**src/rtl/nco_sched_pkg.sv**
```systemverilog
// Shared widths and defaults for the multi-channel NCO scheduler.
// Latency: n/a (types and constants only).
// Backpressure: n/a.
package nco_sched_pkg;
    localparam int PHASE_W        = 32;
    localparam int Z_W            = 18;
    localparam int IQ_W           = 16;
    localparam int NCH_DEF        = 4;
    localparam int CORDIC_LAT_DEF = 18;
    localparam int CH_W_DEF       = $clog2(NCH_DEF);

    // Channel index for the default channel count
    typedef logic [CH_W_DEF-1:0] ch_idx_t;
endpackage

```
**src/rtl/nco_sched_rr_arbiter.sv**
```systemverilog
// Round-robin arbiter: picks one pending channel per cycle, searching from the one after the last grant.
// Latency: combinational grant from i_pend; the pointer updates on the grant edge.
// Backpressure: none; an unserved request simply stays pending for a later cycle.
module rr_arbiter #(
    parameter int NCH  = 4,
    parameter int CH_W = 2
) (
    input  logic            i_clk,
    input  logic            i_rst,
    input  logic [NCH-1:0]  i_pend,
    output logic [NCH-1:0]  o_gnt,
    output logic [CH_W-1:0] o_idx,
    output logic            o_vld
);
    logic [CH_W-1:0] r_ptr;
    logic [CH_W-1:0] w_cand;

    // Scan channels starting at r_ptr and take the first pending one
    always_comb begin
        o_gnt  = '0;
        o_idx  = '0;
        o_vld  = 1'b0;
        w_cand = '0;
        for (int i = 0; i < NCH; i++) begin
            w_cand = CH_W'((int'(r_ptr) + i) % NCH);
            if (!o_vld && i_pend[w_cand]) begin
                o_vld         = 1'b1;
                o_idx         = w_cand;
                o_gnt[w_cand] = 1'b1;
            end
        end
    end

    // Next search begins just after the channel granted this cycle
    always_ff @(posedge i_clk or posedge i_rst) begin
        if (i_rst) begin
            r_ptr <= '0;
        end else if (o_vld) begin
            r_ptr <= (o_idx == CH_W'(NCH - 1)) ? '0 : o_idx + 1'b1;
        end
    end
endmodule

```
**src/rtl/nco_sched.sv**
```systemverilog
// Time-shares one external cossin core among NCH phase accumulators; NCO_SCHED_OVF_EN enables sticky overflow flags.
// Latency: result appears on out_* exactly CORDIC_LAT+2 cycles after the grant cycle, one result per cycle.
// Backpressure: none; a request hitting an already-pending channel is dropped (and flagged when enabled).
module nco_sched
    import nco_sched_pkg::*;
#(
    parameter int NCH        = NCH_DEF,
    parameter int CORDIC_LAT = CORDIC_LAT_DEF,
    localparam int CH_W      = $clog2(NCH)
) (
    input  logic                   sys_clk,
    input  logic                   sys_rst,
    input  logic [NCH-1:0]         req,
    input  logic [NCH-1:0]         ch_en,
    input  logic                   cfg_we,
    input  logic [CH_W-1:0]        cfg_ch,
    input  logic [PHASE_W-1:0]     cfg_ftw,
    input  logic                   cfg_phase_clr,
    output logic [Z_W-1:0]         cs_z,
    input  logic signed [IQ_W-1:0] cs_x,
    input  logic signed [IQ_W-1:0] cs_y,
    output logic                   out_valid,
    output logic [CH_W-1:0]        out_ch,
    output logic signed [IQ_W-1:0] out_i,
    output logic signed [IQ_W-1:0] out_q,
    output logic [NCH-1:0]         ovf,
    input  logic                   ovf_clr
);
    logic [NCH-1:0]         r_pend;
    logic [PHASE_W-1:0]     r_acc [NCH];
    logic [PHASE_W-1:0]     r_ftw [NCH];
    logic [Z_W-1:0]         r_cs_z;
    logic                   r_z_vld;
    logic [CH_W-1:0]        r_z_ch;
    logic [CORDIC_LAT-1:0]  r_tag_vld;
    logic [CH_W-1:0]        r_tag_ch [CORDIC_LAT];
    logic                   r_out_vld;
    logic [CH_W-1:0]        r_out_ch;
    logic signed [IQ_W-1:0] r_out_i;
    logic signed [IQ_W-1:0] r_out_q;

    logic [NCH-1:0]         w_gnt;
    logic [CH_W-1:0]        w_gnt_idx;
    logic                   w_gnt_vld;
    logic [NCH-1:0]         w_drop;

    rr_arbiter #(
        .NCH  (NCH),
        .CH_W (CH_W)
    ) u_arb (
        .i_clk  (sys_clk),
        .i_rst  (sys_rst),
        .i_pend (r_pend),
        .o_gnt  (w_gnt),
        .o_idx  (w_gnt_idx),
        .o_vld  (w_gnt_vld)
    );

    // A request on a still-pending, ungranted, enabled channel is lost
    assign w_drop = ch_en & req & r_pend & ~w_gnt;

    // Pending bits: grant clears, same-cycle request re-arms, disabled channels stay clear
    always_ff @(posedge sys_clk or posedge sys_rst) begin
        if (sys_rst) begin
            r_pend <= '0;
        end else begin
            r_pend <= ch_en & ((r_pend & ~w_gnt) | req);
        end
    end

    // FTW writes and accumulator steps; a grant adds the pre-write FTW and a phase clear overrides the step
    always_ff @(posedge sys_clk or posedge sys_rst) begin
        if (sys_rst) begin
            for (int c = 0; c < NCH; c++) begin
                r_acc[c] <= '0;
                r_ftw[c] <= '0;
            end
        end else begin
            for (int c = 0; c < NCH; c++) begin
                if (cfg_we && cfg_ch == CH_W'(c)) begin
                    r_ftw[c] <= cfg_ftw;
                end
                if (cfg_we && cfg_phase_clr && cfg_ch == CH_W'(c)) begin
                    r_acc[c] <= '0;
                end else if (w_gnt[c]) begin
                    r_acc[c] <= r_acc[c] + r_ftw[c];
                end
            end
        end
    end

    // Phase to the core is the pre-update accumulator top bits; it holds between grants
    always_ff @(posedge sys_clk or posedge sys_rst) begin
        if (sys_rst) begin
            r_cs_z  <= '0;
            r_z_vld <= 1'b0;
            r_z_ch  <= '0;
        end else begin
            r_z_vld <= w_gnt_vld;
            r_z_ch  <= w_gnt_idx;
            if (w_gnt_vld) begin
                r_cs_z <= r_acc[w_gnt_idx][PHASE_W-1 -: Z_W];
            end
        end
    end

    // Tag line follows cs_z through the core so each result is labelled with its channel
    always_ff @(posedge sys_clk or posedge sys_rst) begin
        if (sys_rst) begin
            r_tag_vld <= '0;
            for (int k = 0; k < CORDIC_LAT; k++) begin
                r_tag_ch[k] <= '0;
            end
        end else begin
            r_tag_vld <= {r_tag_vld[CORDIC_LAT-2:0], r_z_vld};
            r_tag_ch[0] <= r_z_ch;
            for (int k = 1; k < CORDIC_LAT; k++) begin
                r_tag_ch[k] <= r_tag_ch[k-1];
            end
        end
    end

    // Register the core result together with its tag
    always_ff @(posedge sys_clk or posedge sys_rst) begin
        if (sys_rst) begin
            r_out_vld <= 1'b0;
            r_out_ch  <= '0;
            r_out_i   <= '0;
            r_out_q   <= '0;
        end else begin
            r_out_vld <= r_tag_vld[CORDIC_LAT-1];
            if (r_tag_vld[CORDIC_LAT-1]) begin
                r_out_ch <= r_tag_ch[CORDIC_LAT-1];
                r_out_i  <= cs_x;
                r_out_q  <= cs_y;
            end
        end
    end

`ifdef NCO_SCHED_OVF_EN
    logic [NCH-1:0] r_ovf;

    // Sticky drop flags; a new drop beats a simultaneous clear
    always_ff @(posedge sys_clk or posedge sys_rst) begin
        if (sys_rst) begin
            r_ovf <= '0;
        end else begin
            r_ovf <= (r_ovf & ~{NCH{ovf_clr}}) | w_drop;
        end
    end

    assign ovf = r_ovf;
`else
    logic [NCH:0] w_unused_ovf;
    assign w_unused_ovf = {ovf_clr, w_drop};
    assign ovf          = '0;
`endif

    assign cs_z      = r_cs_z;
    assign out_valid = r_out_vld;
    assign out_ch    = r_out_ch;
    assign out_i     = r_out_i;
    assign out_q     = r_out_q;
endmodule

```
**config.mk**
```make
export PLATFORM = sky130hd
export DESIGN_NAME = nco_sched
export DESIGN_NICKNAME = d
export VERILOG_FILES = /design/src/rtl/nco_sched_pkg.sv /design/src/rtl/nco_sched_rr_arbiter.sv /design/src/rtl/nco_sched.sv
export SDC_FILE = /design/constraint.sdc
export NUM_CORES = 1
export LEC_CHECK = 0
export CORE_UTILIZATION = 58
export DETAILED_ROUTE_END_ITERATION = 16
export PLACE_DENSITY_LB_ADDON = 0.15
export SLEW_MARGIN = 15
export SYNTH_ARGS = -nofsm -noshare
export SYNTH_HDL_FRONTEND = slang
export SYNTH_SLANG_ARGS = --single-unit
```
**constraint.sdc**
```tcl
create_clock -name sys_clk -period 32.7 [get_ports sys_clk]
set_clock_uncertainty 0.05 [all_clocks]
set_input_delay 6.54 -clock sys_clk [delete_from_list [all_inputs] [get_ports sys_clk]]
set_output_delay 6.54 -clock sys_clk [all_outputs]
set_load 0.01 [all_outputs]
```
==> impl_results.md, run 1 <==
- Status: finished, final reports clean
- Critical path origin: sys_rst
- Vias: about 17000
- Initial Util: between 50% and 60%
- Fin Setup TNS: 0 ns
- Initial antenna violation count: 0
- Area leader, netlist: dfrtp_1
- FP Rows: 69
- Number of distinct library cells after synthesis: between 70 and 80
- CP startpoint kind: primary input
- Share of cells above drive strength 1: a little over a tenth
- Worst endpoint required time: roughly 33 ns
- Post-CTS Setup Bufs: 0
- FILL cells: 2786
- Main area contributors after synthesis: dfrtp_1 (45%), ha_1 (7.8%), mux2_2 (7.0%)
- Total of max-cap violations: 0
- Worst-path fanout max: 180
- Avg Cell Area, Syn: between 9 and 10 µm²
- Crit. End Element: asynchronous set/reset pin
- Mapped Area: roughly 21000 µm²
- Routed WL per cell: between 15 and 20 µm
- Largest net degree at the start of global routing: about 180
- Post-DP HPWL: 35990 µm
- Measured slew at the worst slew-check pin: around 1.2 ns
- First-pass GRT wire length: between 80000 and 90000 µm
- Total clock sinks: ~370
- Most used DFF post-synth: dfrtp_1
- Port-buffer cells: 130
- Final hold violation count: 0
- Post-Syn Instances: 2138
- Final min period: between 8 and 9 ns
- WP data arrival: roughly 9.5 ns
- Core box area: 35480 µm²
- ANT nets after route: 0
- Setup violations, final: 0
- Initial DRC count: 1190
- Reg2Reg Launch Point: u_arb.r_ptr[0]
- Peak supply drop: between 70 and 80 µV
- # H-tree levels: 2
- Yosys top cell area share: about 45%
- Worst slew margin: between 20% and 30%
- Power per cell area: 106.5 nW/µm²
- Die Span Y: 191.8 µm
- Post-DP Area: 22560 µm²
- Final Max Slew Viols: 0
- Hold path startpoint: r_tag_vld[0]
- Layout Nets: about 2500
- Remaining Overflow, GRT: 0
- Hold buffers post-CTS: 0
- HP Class: reg2reg
- Critical path class: in2async
- Tot GR Track Use: between 20 and 30%
- N_diodes: 0
- Fmax: 0.1119 GHz
- DIE WIDTH: about 190 µm
- Register area share after synthesis: 44.56%
- Post-synth EDFFs: 0
- Tcrit/Tclk final: a little over a quarter
- RSZ-0062 raised after global routing: false
- Clock root buffer: clkbuf_16
- # DRC: 0
- Vias in the first global route: between 15000 and 20000
- CTS Buffer Depth: 3
- TritonRoute pass-1 iters: 5
- TritonCTS Buffers: 41
- Design Area, Final: 23910 µm²
- Area grow syn2layout: 14.46%
- Via density: 6.080
- Asr flop ratio synth: 100.0%
- Routed wire length: around 51000 µm
- Num ports: about 140
- Final GP Congestion: approximately 0.96
- CTS tree: yes
- Clk slew on worst S/H paths: about 0.060 ns
- Clk_lat worst skew: between 0.5 and 0.6 ns
- Syn. warnings: 0
- Synthesized flop and latch total: ~370
- Most frequent cells in the layout: dfrtp_1 (371), nand2_1 (305), o21ai_0 (186)
- Post-CTS Resized: 0
- Reg2reg setup slack: around 28 ns
- Die area: 36790 µm²
- P_leak: about 11 nW
- Commonest non-fill, non-tap cell in the layout: dfrtp_1
## critical path, cell delays in order
cell and delay [ns]:
clkdlybuf4s50_1 0.49, inv_8 0.61, buf_12 0.77, buf_4 0.85
## per-stage QoR
stage	utilization [%]	power, mW	hold slack, ns	setup WS (ns)	instances
2_1_floorplan	-	1.725	0.2812	15.78	2141
5_1_grt	67.39	2.750	0.2882	23.30	2729
6_report	67.39	2.548	0.2893	23.77	2729
3_3_place_gp	63.59	2.025	0.2824	23.10	2654
3_5_place_dp	63.59	2.077	0.2847	23.04	2654
4_1_cts	67.39	2.547	0.2804	23.64	2729
## metal layers
layer | vias to the layer above | wire (µm) | share of wire [%] | GRT usage [%]
met5 | - | 0 | 0 | 0
met1 | 7978 | 22580 | 44 | 39.48
li1 | 7940 | - | - | -
met4 | 0 | 1353 | 2.7 | 9.219
met2 | 575 | 23290 | 46 | 45.10
met3 | 99 | 3613 | 7.1 | 4.403
## cell usage after synthesis, types with 17 or more instances
cell      count
dfrtp_1     372
nand2_1     305
o21ai_0     187
a21oi_1     163
ha_1        131
mux2_2      130
nor2_1       85
clkbuf_1     68
inv_1        55
a31oi_1      48
a21o_1       46
xnor2_1      43
xor2_1       42
nand3_1      41
nor3b_1      41
o22ai_1      37
nor3_1       29
mux2i_1      24
o21a_1       21
o21bai_1     19
buf_2        17
or3_1        17
## state kept, by name, summed over array words and instances, names as in the netlist
signal and cells:
out_q 16, out_ch 2, r_acc 128, r_tag_ch 36
r_z_ch 2, out_i 16, out_valid 1, u_arb.r_ptr 2
r_z_vld 1, cs_z 18, r_tag_vld 18, r_ftw 128
r_pend 4
## where the power goes
| group | leakage (nW) | internal (mW) | switching [mW] |
|---|---|---|---|
| logic | 5.43 | 0.553 | 0.790 |
| clock network | 0.663 | 0.267 | 0.189 |
| registers | 4.51 | 0.627 | 0.121 |
| total | 10.6 | 1.45 | 1.10 |
## layout make-up
cell class,count,area (µm²),share of cell area (%)
flip-flops and latches,372,9310,38.93
clock buffers,65,1267,5.300
clock inverters,10,81.33,0.3401
well taps,461,576.8,2.412
repair buffers,150,1464,6.122
multi-input cells,1615,11000,45.98
inverters,56,217.7,0.9104
## final timing paths
kind	endpoint	cells past startpoint
max	r_acc[10]	4
min	r_tag_vld[1]	0
max reg2reg	cs_z[0]	11
min reg2reg	r_tag_vld[1]	0
max in group sys_clk	r_acc[27]	8
min in group asynchronous	out_i[12]	2
## cells by family after synthesis
logic type / count (synthesis) / synth area share, %
AO/OA/AOI/OAI: 635 / 18.76
XOR/XNOR: 85 / 3.563
adder cells (fa/ha/maj): 135 / 8.229
buffers and inverters: 154 / 3.030
flip-flops: 372 / 44.56
multiplexers: 158 / 8.588
other: 1 / 0.01795
AND/OR/NAND/NOR: 598 / 13.25
(Power assumes the default switching activity.)
==> run 2, diff against run 1 <==
clock period = 9.1 ns   (was 32.7 ns; I/O delays follow)
==> run 2 against run 1 <==
  * Cell count is essentially flat
  * Combinational power rose to 3.5 times the previous value
  * Die area is the same
  * Via count is essentially flat
  * Critical endpoint is now r_acc[25]
  * Largest power group unchanged
  * Critical path type is now reg2reg
  * Sequential cell count unchanged
  * Largest cell class unchanged
  * Hold slack improved by 0.0028 ns
  * First-iteration DRC count shrank 1.4%
  * Count of clock-buffer cells in the layout decreased by 10
  * Design area increased by 0.33%
==> impl_results.md, run 2 (synthesis results as in run 1) <==
- Grt met1 use: about two fifths
- Worst-path fanout max: 27
- HP Class: reg2reg
- Area of the multi-input gates: roughly 11000 µm²
- Tcrit/Tclk final: a little over two fifths
- Grt peak-use layer: met2
- Crit path cell chain: inv_1 -> ha_1 -> mux4_2 -> or2_4 -> nor2_4 -> nand2_1 -> nand3_2 -> nand2_1 -> or4_1 -> nand3_1
- CTS Buffer Depth: 3
- CP startpoint kind: flip-flop
- Final Max Slew Viols: 0
- Core box area: roughly 35000 µm²
- Post-CTS Setup Bufs: 0
- Final GP Congestion: 0.9585
- Crit. End Element: flip-flop
- Fmax: ~0.25 GHz
- Port-buffer cells: 130
- Share of cells above drive strength 1: a little over a tenth
- Most common cell on crit path: nand2_1
- Status: finished, final reports clean
- Initial DRC count: 1173
- CP top delay family: simple AND/OR/NAND/NOR gates
- Die Span Y: 191.8 µm
- Worst Setup EP: r_acc[25]
- Top flop regs: r_acc: 128 flops, r_ftw: 128 flops, r_tag_ch: 36 flops
- Vias: between 15000 and 20000
- Total of max-cap violations: 0
- Num ports: approximately 140
- Total clock sinks: 372
- WP data arrival: 4.45 ns
- Remaining Overflow, GRT: 0
- GR Layer Usage met2: ~45%
- Post-placement setup slack: about 4.6 ns
- Initial antenna violation count: 0
- Capturing point of the worst reg2reg path: r_acc[25]
- Critical path depth: 10
- Worst endpoint required time: 9.55 ns
- Reg2reg setup slack: roughly 5.1 ns
- TritonCTS Buffers: 42
- Clk slew on worst S/H paths: roughly 0.06 ns
- Final min period: between 4 and 5 ns
- Critical path origin: u_arb.r_ptr[1]
- Hold buffers post-CTS: 0
- Crit path buffers/inverters: 1
- Critical path class: reg2reg
- Worst r2r path cells: 10
- Crit-path max cell delay: roughly 0.70 ns
- TritonRoute pass-1 iters: 5
- FILL cells: about 2700
- Clock root buffer: clkbuf_16
- N_diodes: 0
- Post-CTS Resized: 0
- Worst slew margin: between 30 and 40%
- # DRC: 0
- Tot GR Track Use: 27.95%
- First-pass GRT wire length: between 80000 and 90000 µm
- CTS tree: yes
- # H-tree levels: 2
- FP Rows: a little under 70
- Die area: around 37000 µm²
- Area grow syn2layout: 14.84%
- Largest net degree at the start of global routing: ~140
- Grt met3 use: 4.422%
- CP max stage cell: or4_1
- Routed wire length: 50550 µm
- Via density: a little over 6
- Measured slew at the worst slew-check pin: 0.9611 ns
- Layout Nets: approximately 2500
- Power per cell area: about 380 nW/µm²
- Final hold violation count: 0
- ANT nets after route: 0
- Initial Util: 58.88%
- Routed WL per cell: roughly 19 µm
- Fin Setup TNS: 0 ns
- Setup violations, final: 0
- FF+latch area: 9311 µm²
- P_leak: ~11 nW
- DIE WIDTH: between 150 and 200 µm
- Post-DP HPWL: ~36000 µm
- Most frequent cells in the layout: dfrtp_1 (370), nand2_1 (305), o21ai_0 (186)
- Clk_lat worst skew: between 0.5 and 0.6 ns
- Vias in the first global route: about 16000
- Final setup margin: roughly 5 ns
- Peak supply drop: between 300 and 400 µV
- Reg2Reg Launch Point: u_arb.r_ptr[1]
- RSZ-0062 raised after global routing: false
- Commonest non-fill, non-tap cell in the layout: dfrtp_1
-- run 2: worst min-delay path by stage --
stage	slack (ns)	from	cells past startpoint	to
CTS	0.30	r_tag_ch[25]	0	r_tag_ch[23]
global placement	0.28	r_tag_vld[0]	0	r_tag_vld[1]
global route	0.30	r_tag_ch[25]	0	r_tag_ch[23]
floorplan	0.28	r_tag_ch[2]	0	r_tag_ch[0]
detailed placement	0.28	r_tag_ch[25]	0	r_tag_ch[23]
finish	0.29	r_tag_ch[25]	0	r_tag_ch[23]
-- run 2: through the flow --
stage	utilization, %	instance area, µm²	hold WS [ns]	cells	power [mW]
after floorplan	-	20910	0.2812	2141	6.200
after global placement	63.66	22590	0.2822	2657	7.236
after detailed placement	63.67	22590	0.2847	2657	7.417
after CTS	67.62	23990	0.2959	2730	9.189
after global routing	67.62	23990	0.3044	2730	9.899
final	67.62	23990	0.2921	2730	9.187
-- run 2: power breakdown --
part           switching (mW)  internal, mW  total, mW
Sequential              0.469          2.25       2.72
Combinational            2.75          1.99       4.74
Clock                   0.676          1.05       1.72
-- run 2: worst register-to-register path, stage by stage (launching register included) --
cell and delay [ns]:
dfrtp_1 0.59, inv_1 0.24, ha_1 0.50, mux4_2 0.44, or2_4 0.29, nor2_4 0.14
nand2_1 0.11, nand3_2 0.18, nand2_1 0.60, or4_1 0.70, nand3_1 0.09
-- run 2: cell type report --
class	count	area share [%]
tap	461	2.404
timing repair buffer	153	6.247
sequential	372	38.81
multi-input combinational	1615	45.80
clock inverter	18	0.9647
clock buffer	55	4.881
inverter	56	0.8917
-- run 2: metal layers --
layer  share of wire, %  vias up  routed length (µm)
met5                  0        -                   0
met3                6.5       93                3291
met4                2.9        0                1489
met2                 46      510               23020
li1                   -     7948                   -
met1                 45     8057               22750
